$ cat config.mk
export PLATFORM = sky130hd
export DESIGN_NAME = rr_arbiter
export DESIGN_NICKNAME = d
export VERILOG_FILES = /design/src/rtl/rr_arbiter.sv
export SDC_FILE = /design/constraint.sdc
export NUM_CORES = 1
export LEC_CHECK = 0
export BUFFER_PORTS_ARGS = -buffer_cell sky130_fd_sc_hd__clkbuf_2
export CAP_MARGIN = 20
export CORE_ASPECT_RATIO = 0.9
export CORE_MARGIN = 2
export CORE_UTILIZATION = 45
export DETAILED_ROUTE_END_ITERATION = 7
export GPL_ROUTABILITY_DRIVEN = 0
export PLACE_DENSITY = 0.68
export SYNTH_ARGS = -nofsm -noshare
export SYNTH_HDL_FRONTEND = slang
export SYNTH_SLANG_ARGS = --single-unit
$ cat constraint.sdc
create_clock -name clk -period 4.2 [get_ports clk]
set_input_delay 0.42 -clock clk [delete_from_list [all_inputs] [get_ports clk]]
set_output_delay 0.42 -clock clk [all_outputs]
set_load 0.01 [all_outputs]
$ cat src/rtl/rr_arbiter.sv
// Round-robin arbiter with registered one-hot grant, hold/release protocol and forced
// pre-emption after MAX_HOLD cycles. Optional grant counter under RR_ARB_STATS_EN.
module rr_arbiter #(
  parameter int unsigned NUM_REQ  = 4,
  parameter int unsigned MAX_HOLD = 8,
  parameter int unsigned ID_W     = $clog2(NUM_REQ)
) (
  input  logic               clk,
  input  logic               rst_n,
  input  logic [NUM_REQ-1:0] req,
  input  logic               done,
  output logic [NUM_REQ-1:0] grant,
  output logic               grant_valid,
  output logic [ID_W-1:0]    grant_id,
  output logic               any_req
`ifdef RR_ARB_STATS_EN
  ,
  output logic [15:0]        grant_count
`endif
);

  localparam int unsigned HoldW = (MAX_HOLD > 1) ? $clog2(MAX_HOLD) : 1;
  localparam int unsigned CandW = ID_W + 1;

  typedef enum logic {StIdle, StOwned} state_t;

  state_t             state_q, state_d;
  logic [ID_W-1:0]    ptr_q, ptr_d;
  logic [HoldW-1:0]   hold_cnt_q, hold_cnt_d;
  logic [NUM_REQ-1:0] grant_q, grant_d;
  logic               grant_valid_q, grant_valid_d;
  logic [ID_W-1:0]    grant_id_q, grant_id_d;
`ifdef RR_ARB_STATS_EN
  logic [15:0]        grant_count_q, grant_count_d;
`endif

  logic               sel_found;
  logic [ID_W-1:0]    sel_idx;
  logic [CandW-1:0]   cand;
  logic               release_cond;

  assign any_req = |req;

  // First set request at or after ptr, wrapping modulo NUM_REQ.
  always_comb begin
    sel_found = 1'b0;
    sel_idx   = '0;
    cand      = '0;
    for (int unsigned i = 0; i < NUM_REQ; i++) begin
      cand = CandW'({1'b0, ptr_q}) + CandW'(i);
      if (cand >= CandW'(NUM_REQ)) begin
        cand = cand - CandW'(NUM_REQ);
      end
      if (!sel_found && req[cand[ID_W-1:0]]) begin
        sel_found = 1'b1;
        sel_idx   = cand[ID_W-1:0];
      end
    end
  end

  assign release_cond = done || !req[grant_id_q] || (hold_cnt_q == HoldW'(MAX_HOLD - 1));

  always_comb begin
    state_d       = state_q;
    ptr_d         = ptr_q;
    hold_cnt_d    = hold_cnt_q;
    grant_d       = grant_q;
    grant_valid_d = grant_valid_q;
    grant_id_d    = grant_id_q;
`ifdef RR_ARB_STATS_EN
    grant_count_d = grant_count_q;
`endif
    unique case (state_q)
      StIdle: begin
        if (sel_found) begin
          state_d       = StOwned;
          grant_d       = NUM_REQ'(1) << sel_idx;
          grant_valid_d = 1'b1;
          grant_id_d    = sel_idx;
          hold_cnt_d    = '0;
`ifdef RR_ARB_STATS_EN
          if (grant_count_q != 16'hFFFF) begin
            grant_count_d = grant_count_q + 16'd1;
          end
`endif
        end
      end
      StOwned: begin
        if (release_cond) begin
          state_d       = StIdle;
          grant_d       = '0;
          grant_valid_d = 1'b0;
          hold_cnt_d    = '0;
          ptr_d         = (grant_id_q == ID_W'(NUM_REQ - 1)) ? '0 : grant_id_q + ID_W'(1);
        end else begin
          hold_cnt_d = hold_cnt_q + HoldW'(1);
        end
      end
      default: state_d = StIdle;
    endcase
  end

  always_ff @(posedge clk or negedge rst_n) begin
    if (!rst_n) begin
      state_q       <= StIdle;
      ptr_q         <= '0;
      hold_cnt_q    <= '0;
      grant_q       <= '0;
      grant_valid_q <= 1'b0;
      grant_id_q    <= '0;
`ifdef RR_ARB_STATS_EN
      grant_count_q <= '0;
`endif
    end else begin
      state_q       <= state_d;
      ptr_q         <= ptr_d;
      hold_cnt_q    <= hold_cnt_d;
      grant_q       <= grant_d;
      grant_valid_q <= grant_valid_d;
      grant_id_q    <= grant_id_d;
`ifdef RR_ARB_STATS_EN
      grant_count_q <= grant_count_d;
`endif
    end
  end

  assign grant       = grant_q;
  assign grant_valid = grant_valid_q;
  assign grant_id    = grant_id_q;
`ifdef RR_ARB_STATS_EN
  assign grant_count = grant_count_q;
`endif

endmodule
==> metrics.txt <==
final setup vio count 0; CTS tree done; Slew Limit Headroom 0.6348; Post-CTS Setup Inserts 0; # clock sinks 13; syn_area_per_cell about 12 µm²; Max rail drop VDD approximately 350 µV; Slew @ Worst Pin ~0.55 ns; Max-cap violations 0; post_cts resized 0; CP startpoint kind flop; CORE AREA between 1000 and 1500 µm²; Inserted Clock Buffers 3; slowest CP cell dfrtp_1; CP cell instances ha_1, ha_1, nor3b_1, a22oi_1, and2_1, mux2_1; fin. max-slew vios 0; synthesis-stage register bit count 13; area added between synthesis and finish 15.06%; most frequent cells after synthesis dfrtp_1, nand2_1, a21oi_1, a22o_1, ha_1; row cnt 13; WL/cell about 15 µm; Met2 Routed Length between 600 and 700 µm; initial antenna violation count 0; antenna fix cells 0; clock transition at the registers of the reported paths roughly 0.08 ns; critical path required time between 4 and 5 ns; total power ~550 µW; Die Ht 41.80 µm; Top Metal Used met4; CTS H-tree depth 1; cell mode on critical path ha_1; clock root cell clkbuf_4; Worst Path Max Fanout 6; area leader, netlist dfrtp_1; DR pass1 iterations 2; fin crit share 0.4257; vias post-DR 550; CTS Hold Buffers Added 0; final hold slack roughly 0.02 ns; maximum root-to-sink buffer count 2; nets 90; syn nets around 70; antenna-violating nets left 0; WS Path Type reg2reg; dominant synthesized flop cell dfrtp_1; critical path arrival between 1.5 and 2 ns; Detailed Route Iter0 Violations 5; crit path capture type flop; synth top area cells dfrtp_1, ha_1, a22o_1, mux2_1, mux2_2; unrepaired setup endpoints after global routing no; share of flip-flops with an asynchronous set or reset 1.000; share of Yosys cell area claimed by the top area cell type 0.4553; PwrDens approximately 670 nW/µm²; fraction of layout cells with a size suffix above 1 0.3291; sequential-to-total area share from yosys stat 0.4553; status complete, no violations; leakage about 0.00040 µW; met1 wire length between 700 and 800 µm; largest net degree at the start of global routing 14; Period minus WS final about 1.8 ns; worst hold path type in2async; die area 1923 µm²; global-route wire length before repair ~2500 µm; most common cell in the netlist dfrtp_1; Syn Inst Count slightly above 60; Post-Route WL ~1400 µm; starting density of the core 0.4880; dpl hpwl around 1100 µm; distinct cell type count after synthesis 32; Vias/cell ~5.9; GRT Util Overall 0.1776; Max Freq 559.3 MHz; post-route setup TNS 0 ns; port buffer count 14; DR DRC count 0; Post-Route Skew approximately 0.00034 ns; Post-synth EDFFs 0; final count of hold timing violations 0; vias in the first global route 517; met3 WL 56 µm; I/O pins 15; clk_lat worst skew roughly 0.28 ns; synthesized area about 710 µm²; GR Overflow Total 0; yosys warns 0; Die Wd about 46 µm; Max stage delay on crit path between 0.3 and 0.4 ns
-- power breakdown --
group,switching [µW],internal [µW],total [µW]
clock network,41.1,36.9,77.9
logic,122,122,244
registers,52.4,175,227
total,215,334,549
-- registers in the layout, indices dropped and copies added, names as in the netlist --
signal / cells
grant: 4
grant_id: 2
grant_valid: 1
hold_cnt_q: 3
ptr_q: 2
state_q: 1
-- cell type report --
type	instances	area, µm²
inverter	2	7.507
clock buffer	4	26.28
tap	15	18.77
fill	137	641.9
sequential	13	325.3
timing repair buffer	14	70.07
multi-input combinational	46	374.1
-- stage by stage --
step | cells | cell area, µm² | setup WS, ns | util
floorplan | 62 | 714.4 | 2.443 | -
global placement | 90 | 795.8 | 2.407 | 0.5436
detailed placement | 90 | 795.8 | 2.382 | 0.5436
CTS | 94 | 822.0 | 2.405 | 0.5615
global route | 94 | 822.0 | 2.261 | 0.5615
finish | 94 | 822.0 | 2.412 | 0.5615
-- layer usage --
metal,up-vias,GRT usage
met5,-,0
met4,0,0.08571
met3,5,0.02609
met2,16,0.2444
met1,257,0.2674
li1,272,-
-- kinds of logic after synthesis --
group / after synthesis / share of synthesized area
adder cells (fa/ha/maj): 3 / 0.05255
flip-flops: 13 / 0.4553
AND/OR/NAND/NOR: 22 / 0.2084
buffers and inverters: 3 / 0.02102
multiplexers: 6 / 0.09806
AO/OA/AOI/OAI: 15 / 0.1646
-- worst paths after layout --
kind                            depth (start not counted)                         to  slack (ns)                      start
worst max register to register                          6       ptr_q[1]$_DFFE_PN0P_        2.41  hold_cnt_q[0]$_DFFE_PN0P_
worst min-delay path                                    1       grant[1]$_DFFE_PN0P_        0.02                      rst_n
worst min register to register                          1       grant[2]$_DFFE_PN0P_        0.51       grant[2]$_DFFE_PN0P_
max in group asynchronous                               1  hold_cnt_q[0]$_DFFE_PN0P_        3.94                      rst_n
min in group clk                                        1       grant[2]$_DFFE_PN0P_        0.51       grant[2]$_DFFE_PN0P_
worst max-delay path                                    6       ptr_q[1]$_DFFE_PN0P_        2.41  hold_cnt_q[0]$_DFFE_PN0P_
-- layout by cell type (no fill, tap or decap), drive strengths merged --
master	n
a21oi	3
a22o	3
a22oi	1
a2bb2oi	1
a32o	2
and2	2
clkbuf	18
dfrtp	13
ha	3
inv	2
mux2	5
mux2i	1
nand2	4
nand2b	1
nand3	1
nand3b	1
nor2	3
nor2b	1
nor3	2
nor3b	2
nor4b	1
nor4bb	1
o21ai	3
o32ai	2
or2	1
or3	1
or4	1
-- worst max-delay path, delay by kind of cell (launching register included) --
kind / cells / cell delay (ns)
and+or+nand+nor: 2 / 0.43
adders and majority gates: 2 / 0.41
DFF: 1 / 0.39
muxes: 1 / 0.32
AOI/OAI and AO/OA: 1 / 0.12
Power figures use the tool's default switching activity.
